File: src/rtl/uart_loader.sv
// uart_loader: serial program loader acting as bus master m2 on the xbus.
// It receives framed images on an 8N1 line: sync 0x5A, a 16-bit little-endian
// word count N, N*4 data bytes and a one-byte additive checksum. Each complete
// word is written to BASE_ADDR + 4*index. The core is stalled through
// uart_hold_o while a frame is in progress.
// Optional feature macro: UART_LOADER_ACK_EN adds tx_o, which sends 0x06 after
// a good frame and 0x15 after a failed or aborted one.
module uart_loader #(
    parameter int          CLK_DIV   = 16,
    parameter logic [31:0] BASE_ADDR = 32'h0000_0000,
    parameter int          TIMEOUT   = 65535
) (
    input  logic        clk,
    input  logic        rst,
    input  logic        rx_i,
    output logic [31:0] m_addr_o,
    output logic [31:0] m_data_o,
    output logic        m_we_o,
    output logic        m_req_o,
    input  logic [31:0] m_data_i,
    output logic        uart_hold_o,
    output logic        done_o,
    output logic        err_o
`ifdef UART_LOADER_ACK_EN
    ,
    output logic        tx_o
`endif
);

    localparam logic [15:0] HALF_M1 = 16'(CLK_DIV / 2 - 1);
    localparam logic [15:0] BIT_M1  = 16'(CLK_DIV - 1);
    localparam logic [31:0] TMO_M1  = 32'(TIMEOUT - 1);
    localparam logic [7:0]  SYNC    = 8'h5A;
    localparam logic [7:0]  ACK     = 8'h06;
    localparam logic [7:0]  NAK     = 8'h15;

    localparam logic [1:0] RX_IDLE  = 2'd0;
    localparam logic [1:0] RX_START = 2'd1;
    localparam logic [1:0] RX_DATA  = 2'd2;
    localparam logic [1:0] RX_STOP  = 2'd3;

    localparam logic [2:0] ST_IDLE = 3'd0;
    localparam logic [2:0] ST_LEN0 = 3'd1;
    localparam logic [2:0] ST_LEN1 = 3'd2;
    localparam logic [2:0] ST_DATA = 3'd3;
    localparam logic [2:0] ST_CSUM = 3'd4;

    // Running checksum: plain sum of data bytes, modulo 256.
    function automatic logic [7:0] csum_add(input logic [7:0] acc, input logic [7:0] b);
        return acc + b;
    endfunction

    logic        rx_meta_r, rx_sync_r, rx_prev_r;
    logic [1:0]  rx_state_r;
    logic [15:0] rx_cnt_r;
    logic [2:0]  rx_bit_r;
    logic [7:0]  rx_shift_r;
    logic        rx_valid_r;
    logic [7:0]  rx_byte_r;
    logic        rx_ferr_r;

    logic [2:0]  state_r;
    logic [15:0] len_r;
    logic [15:0] idx_r;
    logic [31:0] word_r;
    logic [1:0]  byte_cnt_r;
    logic [7:0]  csum_r;
    logic [31:0] tmo_r;
    logic        ack_req_r;
    logic [7:0]  ack_byte_r;

    // Two-flop synchronizer plus one delayed copy for falling-edge detection.
    always_ff @(posedge clk) begin
        if (rst) begin
            rx_meta_r <= 1'b1;
            rx_sync_r <= 1'b1;
            rx_prev_r <= 1'b1;
        end else begin
            rx_meta_r <= rx_i;
            rx_sync_r <= rx_meta_r;
            rx_prev_r <= rx_sync_r;
        end
    end

    // Byte receiver: start confirm at mid-bit, eight data bits LSB first, stop check.
    always_ff @(posedge clk) begin
        if (rst) begin
            rx_state_r <= RX_IDLE;
            rx_cnt_r   <= 16'd0;
            rx_bit_r   <= 3'd0;
            rx_shift_r <= 8'd0;
            rx_valid_r <= 1'b0;
            rx_byte_r  <= 8'd0;
            rx_ferr_r  <= 1'b0;
        end else begin
            rx_valid_r <= 1'b0;
            rx_ferr_r  <= 1'b0;
            case (rx_state_r)
                RX_IDLE: begin
                    rx_cnt_r <= 16'd0;
                    if (rx_prev_r && !rx_sync_r) begin
                        rx_state_r <= RX_START;
                    end
                end
                RX_START: begin
                    if (rx_cnt_r == HALF_M1) begin
                        rx_cnt_r   <= 16'd0;
                        rx_bit_r   <= 3'd0;
                        // A glitch that is high again at mid-bit is not a start bit.
                        rx_state_r <= rx_sync_r ? RX_IDLE : RX_DATA;
                    end else begin
                        rx_cnt_r <= rx_cnt_r + 16'd1;
                    end
                end
                RX_DATA: begin
                    if (rx_cnt_r == BIT_M1) begin
                        rx_cnt_r   <= 16'd0;
                        rx_shift_r <= {rx_sync_r, rx_shift_r[7:1]};
                        if (rx_bit_r == 3'd7) begin
                            rx_state_r <= RX_STOP;
                        end else begin
                            rx_bit_r <= rx_bit_r + 3'd1;
                        end
                    end else begin
                        rx_cnt_r <= rx_cnt_r + 16'd1;
                    end
                end
                RX_STOP: begin
                    if (rx_cnt_r == BIT_M1) begin
                        rx_cnt_r   <= 16'd0;
                        rx_valid_r <= rx_sync_r;
                        rx_ferr_r  <= !rx_sync_r;
                        rx_byte_r  <= rx_shift_r;
                        rx_state_r <= RX_IDLE;
                    end else begin
                        rx_cnt_r <= rx_cnt_r + 16'd1;
                    end
                end
                default: rx_state_r <= RX_IDLE;
            endcase
        end
    end

    // Frame parser, word assembly, bus write strobe, status flags and timeout.
    always_ff @(posedge clk) begin
        if (rst) begin
            state_r     <= ST_IDLE;
            len_r       <= 16'd0;
            idx_r       <= 16'd0;
            word_r      <= 32'd0;
            byte_cnt_r  <= 2'd0;
            csum_r      <= 8'd0;
            tmo_r       <= 32'd0;
            m_addr_o    <= 32'd0;
            m_data_o    <= 32'd0;
            m_we_o      <= 1'b0;
            m_req_o     <= 1'b0;
            uart_hold_o <= 1'b0;
            done_o      <= 1'b0;
            err_o       <= 1'b0;
            ack_req_r   <= 1'b0;
            ack_byte_r  <= 8'd0;
        end else begin
            m_req_o   <= 1'b0;
            m_we_o    <= 1'b0;
            ack_req_r <= 1'b0;
            if (state_r == ST_IDLE) begin
                tmo_r <= 32'd0;
                if (rx_valid_r && (rx_byte_r == SYNC)) begin
                    state_r     <= ST_LEN0;
                    uart_hold_o <= 1'b1;
                    done_o      <= 1'b0;
                    err_o       <= 1'b0;
                    idx_r       <= 16'd0;
                    csum_r      <= 8'd0;
                    byte_cnt_r  <= 2'd0;
                end
            end else if (rx_ferr_r || (!rx_valid_r && (tmo_r == TMO_M1))) begin
                // Abort: words already written stay, the partial word is dropped.
                state_r     <= ST_IDLE;
                uart_hold_o <= 1'b0;
                done_o      <= 1'b0;
                err_o       <= 1'b1;
                tmo_r       <= 32'd0;
                ack_req_r   <= 1'b1;
                ack_byte_r  <= NAK;
            end else if (rx_valid_r) begin
                tmo_r <= 32'd0;
                case (state_r)
                    ST_LEN0: begin
                        len_r[7:0] <= rx_byte_r;
                        state_r    <= ST_LEN1;
                    end
                    ST_LEN1: begin
                        len_r[15:8] <= rx_byte_r;
                        state_r     <= ({rx_byte_r, len_r[7:0]} == 16'd0) ? ST_CSUM : ST_DATA;
                    end
                    ST_DATA: begin
                        // Little-endian: each new byte enters at the top and shifts down.
                        word_r     <= {rx_byte_r, word_r[31:8]};
                        csum_r     <= csum_add(csum_r, rx_byte_r);
                        byte_cnt_r <= byte_cnt_r + 2'd1;
                        if (byte_cnt_r == 2'd3) begin
                            m_req_o  <= 1'b1;
                            m_we_o   <= 1'b1;
                            m_addr_o <= BASE_ADDR + {14'd0, idx_r, 2'b00};
                            m_data_o <= {rx_byte_r, word_r[31:8]};
                            idx_r    <= idx_r + 16'd1;
                            if (idx_r == (len_r - 16'd1)) begin
                                state_r <= ST_CSUM;
                            end
                        end
                    end
                    ST_CSUM: begin
                        state_r     <= ST_IDLE;
                        uart_hold_o <= 1'b0;
                        done_o      <= (rx_byte_r == csum_r);
                        err_o       <= (rx_byte_r != csum_r);
                        ack_req_r   <= 1'b1;
                        ack_byte_r  <= (rx_byte_r == csum_r) ? ACK : NAK;
                    end
                    default: state_r <= ST_IDLE;
                endcase
            end else begin
                tmo_r <= tmo_r + 32'd1;
            end
        end
    end

`ifdef UART_LOADER_ACK_EN
    logic [8:0]  tx_shift_r;
    logic [15:0] tx_cnt_r;
    logic [3:0]  tx_left_r;
    logic        tx_r;
    logic        unused_s;

    assign unused_s = ^m_data_i;
    assign tx_o     = tx_r;

    // Acknowledge transmitter; a new request restarts it even mid-character.
    always_ff @(posedge clk) begin
        if (rst) begin
            tx_r       <= 1'b1;
            tx_shift_r <= 9'h1FF;
            tx_cnt_r   <= 16'd0;
            tx_left_r  <= 4'd0;
        end else if (ack_req_r) begin
            tx_r       <= 1'b0;
            tx_shift_r <= {1'b1, ack_byte_r};
            tx_cnt_r   <= 16'd0;
            tx_left_r  <= 4'd9;
        end else if (tx_left_r != 4'd0) begin
            if (tx_cnt_r == BIT_M1) begin
                tx_cnt_r   <= 16'd0;
                tx_r       <= tx_shift_r[0];
                tx_shift_r <= {1'b1, tx_shift_r[8:1]};
                tx_left_r  <= tx_left_r - 4'd1;
            end else begin
                tx_cnt_r <= tx_cnt_r + 16'd1;
            end
        end else begin
            tx_r <= 1'b1;
        end
    end
`else
    logic unused_s;
    assign unused_s = ^{m_data_i, ack_req_r, ack_byte_r};
`endif

endmodule
File: config.mk
export PLATFORM = sky130hd
export DESIGN_NAME = uart_loader
export DESIGN_NICKNAME = d
export VERILOG_FILES = /design/src/rtl/uart_loader.sv
export SDC_FILE = /design/constraint.sdc
export NUM_CORES = 1
export LEC_CHECK = 0
export ABC_CLOCK_PERIOD_IN_PS = 3100
export CAP_MARGIN = 15
export CORE_MARGIN = 10
export CORE_UTILIZATION = 30
export DETAILED_ROUTE_END_ITERATION = 8
export DONT_BUFFER_PORTS = 1
export PLACE_DENSITY_LB_ADDON = 0.25
export SLEW_MARGIN = 15
export SYNTH_ARGS = -nofsm -noshare
export SYNTH_HDL_FRONTEND = slang
export SYNTH_SLANG_ARGS = --single-unit
export TNS_END_PERCENT = 100
File: constraint.sdc
create_clock -name clk -period 3.1 [get_ports clk]
set_input_delay 0.31 -clock clk [delete_from_list [all_inputs] [get_ports clk]]
set_output_delay 0.31 -clock clk [all_outputs]
set_load 0.05 [all_outputs]
== After elaboration in Yosys (flattened, before gate mapping) ==
Index checks and enable logic that the tools add are counted.

* Mux-type cells: 53
* Add/sub/neg operators: 7
* Bitwise logic cells: 6
* Eq/ne operators: 26
* Reduce and logical (&&, ||, !) cells: 31

{| class="wikitable"
|+ Operators by type and width
! operator !! count
|-
| 2-to-1 mux 16 bit || 8
|-
| one-hot mux 16 bit (3 select lines) || 1
|-
| 2-to-1 mux 8 bit || 5
|-
| adder 16 x 1 -> 16 bit (second input constant) || 2
|-
| adder 32 x 1 -> 32 bit (second input constant) || 1
|-
| equality test 32 x 16 -> 1 bit (second input constant) || 1
|-
| 2-to-1 mux 3 bit || 10
|-
| AND reduction 4 bit || 6
|-
| 2-to-1 mux 2 bit || 11
|-
| equality test 16 bit || 1
|-
| equality test 16 x 3 -> 1 bit (second input constant) || 1
|-
| equality test 16 x 4 -> 1 bit (second input constant) || 1
|-
| zero test 16 bit || 1
|-
| subtractor 16 x 1 -> 16 bit (second input constant) || 1
|-
| 2-to-1 mux 1 bit || 15
|-
| AND reduction 5 bit || 3
|-
| != test 2 bit (second input constant) || 7
|-
| one-hot mux 3 bit (3 select lines) || 1
|-
| adder 8 bit || 1
|-
| equality test 8 x 7 -> 1 bit (second input constant) || 1
|-
| equality test 8 bit || 1
|-
| != test 4 bit (second input constant) || 2
|-
| != test 8 bit || 1
|-
| one-hot mux 2 bit (4 select lines) || 1
|-
| 23 further kinds || 40
|}

* Word-level logic and storage cells: 147
* Flip-flop bits (word level): 203
* Output and inout bits: 69

== Logic depth before layout (Yosys ltp) ==
* Depth in word-level cells: 8
* Depth in mapped cells: 10

== Least setup slack after synthesis ==
Ideal clock, no wire load.

* Path type: reg2reg
* Start point: reg len_r[0]
* End point: reg state_r[2]
* Required time: 2.979 ns
* Arrival time: 2.311 ns
* Library setup time: 0.121 ns
* Path slack: 0.668 ns
* Stages on the path, launching flop included: 11
* Path through: dfxtp_1 > inv_1 > ha_1 > clkbuf_1 > inv_1 > nor2_4 > xnor2_1 > or4_4 > nor4_2 > a21oi_2 > mux2_4

* Longest elaborated chain between the ends: 6

{| class="wikitable"
|+ RTL lines
! item !! RTL line !! text
|-
| start: declaration || 63 || <nowiki>logic [15:0] len_r;</nowiki>
|-
| start signal: assignment || 191 || <nowiki>len_r[7:0] <= rx_byte_r;</nowiki>
|-
| parallel branches: the longest is 6 deep, another holds subtractor 16 x 1 -> 16 bit || n/a ||
|-
| end signal: assignment || 196 || <nowiki>state_r <= ({rx_byte_r, len_r[7:0]} == 16'd0) ? ST_CSUM : ST_DATA;</nowiki>
|-
| end: declaration || 62 || <nowiki>logic [2:0] state_r;</nowiki>
|}

Parallel ways; which one is timed is not known. The select of a mux whose other input is x is not followed.
A chain may end at the register's enable or synchronous reset.

== Worst setup path after layout ==
* Start point: reg len_r[2]
* End point: reg state_r[2]

The elaborated chain is that of the path after synthesis.

==> impl_metrics.ini <==
[setup_path]
rr_endpoint = state_r[2]
crit_required_ps = 3430
max_stage_delay_ps = 620
ff2ff_setup_slack_ps = 520
criticalPathCategory = flip-flop to flip-flop
endpoint = state_r[2]
cp-end-kind = flip-flop
slowest_stage = or4_4
cp_max_fo = 8
crit_cells = 7
worstPathCellList = or4_4, o31a_1, o211a_1, a211oi_1, nor4_2, a21oi_2, mux2_4
path_buf_inv = 0
rr_worst_depth = 7
regToRegStartpoint = len_r[2]
startpoint = len_r[2]
cp_top_family = compound AO/OA/AOI/OAI gates
startpoint_type = flip-flop
cp.arrival_ps = 2910

[logic_synthesis]
synth_edf_count = 0
async_reset_ff_share_pct = 0
synth-seq-area-share_pct = 45.4
syn-cell-area_um2 = 8600
yosysWarnings = 0
synthCells = 1029
yosysUniqueCellTypes = 60
ys.flop_type = dfxtp_1
syn-mean-instance-area_um2 = 8.36
ys_ff_latch = 195

[clocking]
htree_levels = 4
clk_latency_ps = 450
clock_path_buffers = 2
clkTransAtPathRegs_ps = 80
ctsResizeCount = 0
root_buffer = clkbuf_16
cts.sinks = 195
cts_made_buffers = 17
cts_tree = built

[global_route]
grt_pass1_wl_um = 33100
antenna_found_initial = 0
grt-ovfl-total = 0
grt_max_degree = 128
grt_pass1_vias = 6311
grt_use_total_pct = 11.3

[place]
place_hpwl_um = 13200
gp_congestion = 0.739
port_buffers = 0

[routing]
totalWireLength_um = 19900
dr.max_layer_used = met4
drt_iter0_markers = 435
met3_length_um = 1020
wirelength_met1_um = 9600
wl_met2_um = 9060
drc = 0
avgRoutedWirePerCell_um = 14.2
vias = 6543
drt-pass1-iter-count = 4
avgViaCountPerCell = 4.67
final_antenna_net_count = 0

[timing]
maxSlewHeadroom_pct = 35.3
slew_viol_final = 0
worst_slew_pin_slew_ps = 969
layout_min_cycle_time_ps = 2580
setup_viol = 0
timing.hold.ws_ps = 117
post-route-period-util_pct = 83.3
fmax_ghz = 0.387
setup_tns_ps = 0
fin_skew_ps = 17.9
rsz0062_at_grt = no
hold_viol = 0

[floorplan]
io_pins = 104
die_width_um = 189
core_area_um2 = 28000
start_util_pct = 30.7
die_area_um2 = 35800
rows = 61
die_h_um = 189

[status]
status = completed

[layout]
fillers = 2933
syn2layout_area_growth_pct = 11.7
insertedDiodeCount = 0
drive_gt1_share_pct = 6.85
nets = 1060

[power_and_ir_drop]
p_leak_nw = 3.38
vdd_drop_max_mv = 0.337
power.density_nw_per_um2 = 515

[worst_hold_path]
worstHoldPathType = input port to flip-flop
hold_start = rst

[flow_run]
maxCapViolations = 0
## Yosys cell counts, types with 3 or more instances
master | n | area [µm²]
a211oi_1 | 6 | 45.0
a21oi_1 | 97 | 485
a31oi_1 | 6 | 37.5
and2_1 | 4 | 25.0
and3_1 | 8 | 50.1
and4_1 | 12 | 105
buf_2 | 5 | 25.0
buf_4 | 18 | 135
clkbuf_1 | 53 | 199
dfxtp_1 | 195 | 3900
ha_1 | 15 | 188
inv_1 | 17 | 63.8
mux2i_1 | 34 | 340
nand2_1 | 185 | 694
nand3_1 | 33 | 165
nand3b_1 | 8 | 60.1
nand4_1 | 17 | 106
nor2_1 | 129 | 484
nor3_1 | 20 | 100
nor3b_1 | 6 | 45.0
nor4_1 | 12 | 75.1
nor4_2 | 3 | 37.5
nor4b_1 | 3 | 26.3
o21a_1 | 3 | 22.5
o21ai_0 | 12 | 60.1
or3_1 | 5 | 31.3
xnor2_1 | 40 | 350
xor2_1 | 40 | 350
## power by group
| part | switching [W] | total (W) | internal [W] |
|---|---|---|---|
| Combinational | 0.0000789 | 0.0000883 | 0.00000941 |
| Sequential | 0.00000202 | 0.00251 | 0.00250 |
| Clock | 0.00121 | 0.00235 | 0.00115 |
## worst min-delay path by stage
stage | cells past startpoint | slack (ps) | end
after floorplan | 1 | 390 | rx_sync_r
after global placement | 1 | 400 | rx_sync_r
after detailed placement | 1 | 410 | rx_sync_r
after CTS | 2 | 90 | state_r[1]
after global routing | 2 | 110 | state_r[1]
final | 2 | 120 | state_r[1]
## kinds of logic (layout without fill, tap and decap cells)
group	count (synthesis)	after routing	synth area share, %
AOI/OAI and AO/OA	144	144	9.53
xor gates and xnor gates	80	80	8.15
adders and majority gates	16	16	2.41
buffers and inverters	94	72	5.05
DFF	195	195	45.4
muxes	35	35	4.13
other	1	16	0.0436
and+or+nand+nor	464	464	25.3
## sequential cells by signal, summed over array words and instances, names as in the netlist, 8 cells and up, named ones only
signal and cells:
csum_r 8, idx_r 16, len_r 16, m_addr_o 16, m_data_o 32, rx_byte_r 8, rx_cnt_r 16, rx_shift_r 8
tmo_r 32, word_r 24
## per-layer routing
metal | vias to the layer above | global-route usage (%)
li1 | 3408 | -
met1 | 3031 | 14.5
met2 | 86 | 18.1
met3 | 18 | 2.96
met4 | 0 | 3.45
met5 | - | 0
## repair_timing
action                                 CTS  global route
endpoints found under the hold margin  127             0
hold buffers                             3             0
setup buffers                            0             0
## stage by stage
stage                     power (W)  worst slack (ps)  cells  util, %  area, µm²
final                       0.00495               518   1400     34.3       9610
after global routing        0.00513               370   1400     34.3       9610
after detailed placement    0.00262               535   1365     31.8       8920
after global placement      0.00262               536   1365     31.8       8920
after CTS                   0.00503               520   1400     34.3       9610
after floorplan             0.00266               668   1044        -       8660
## placed cells by master, fill, tap and decap left out, types with 15 or more instances in the layout
master,instances
ha_1,15
inv_1,17
a21oi_1,97
xnor2_1,40
nand2_1,184
dfxtp_1,195
mux2i_1,34
nor2_1,129
nand3_1,33
xor2_1,40
clkbuf_16,17
conb_1,16
buf_4,20
nor3_1,20
nand4_1,17
## layout make-up
cell class                      instances  area, µm²  area share, %
Multi-Input combinational cell        755       4330           45.0
Sequential cell                       195       3900           40.6
Tap cell                              378        473           4.92
Clock buffer                           17        425           4.43
Clock inverter                         15        216           2.25
Timing Repair Buffer                   23        198           2.06
Inverter                               17       63.8          0.664
Power figures use the tool's default switching activity.
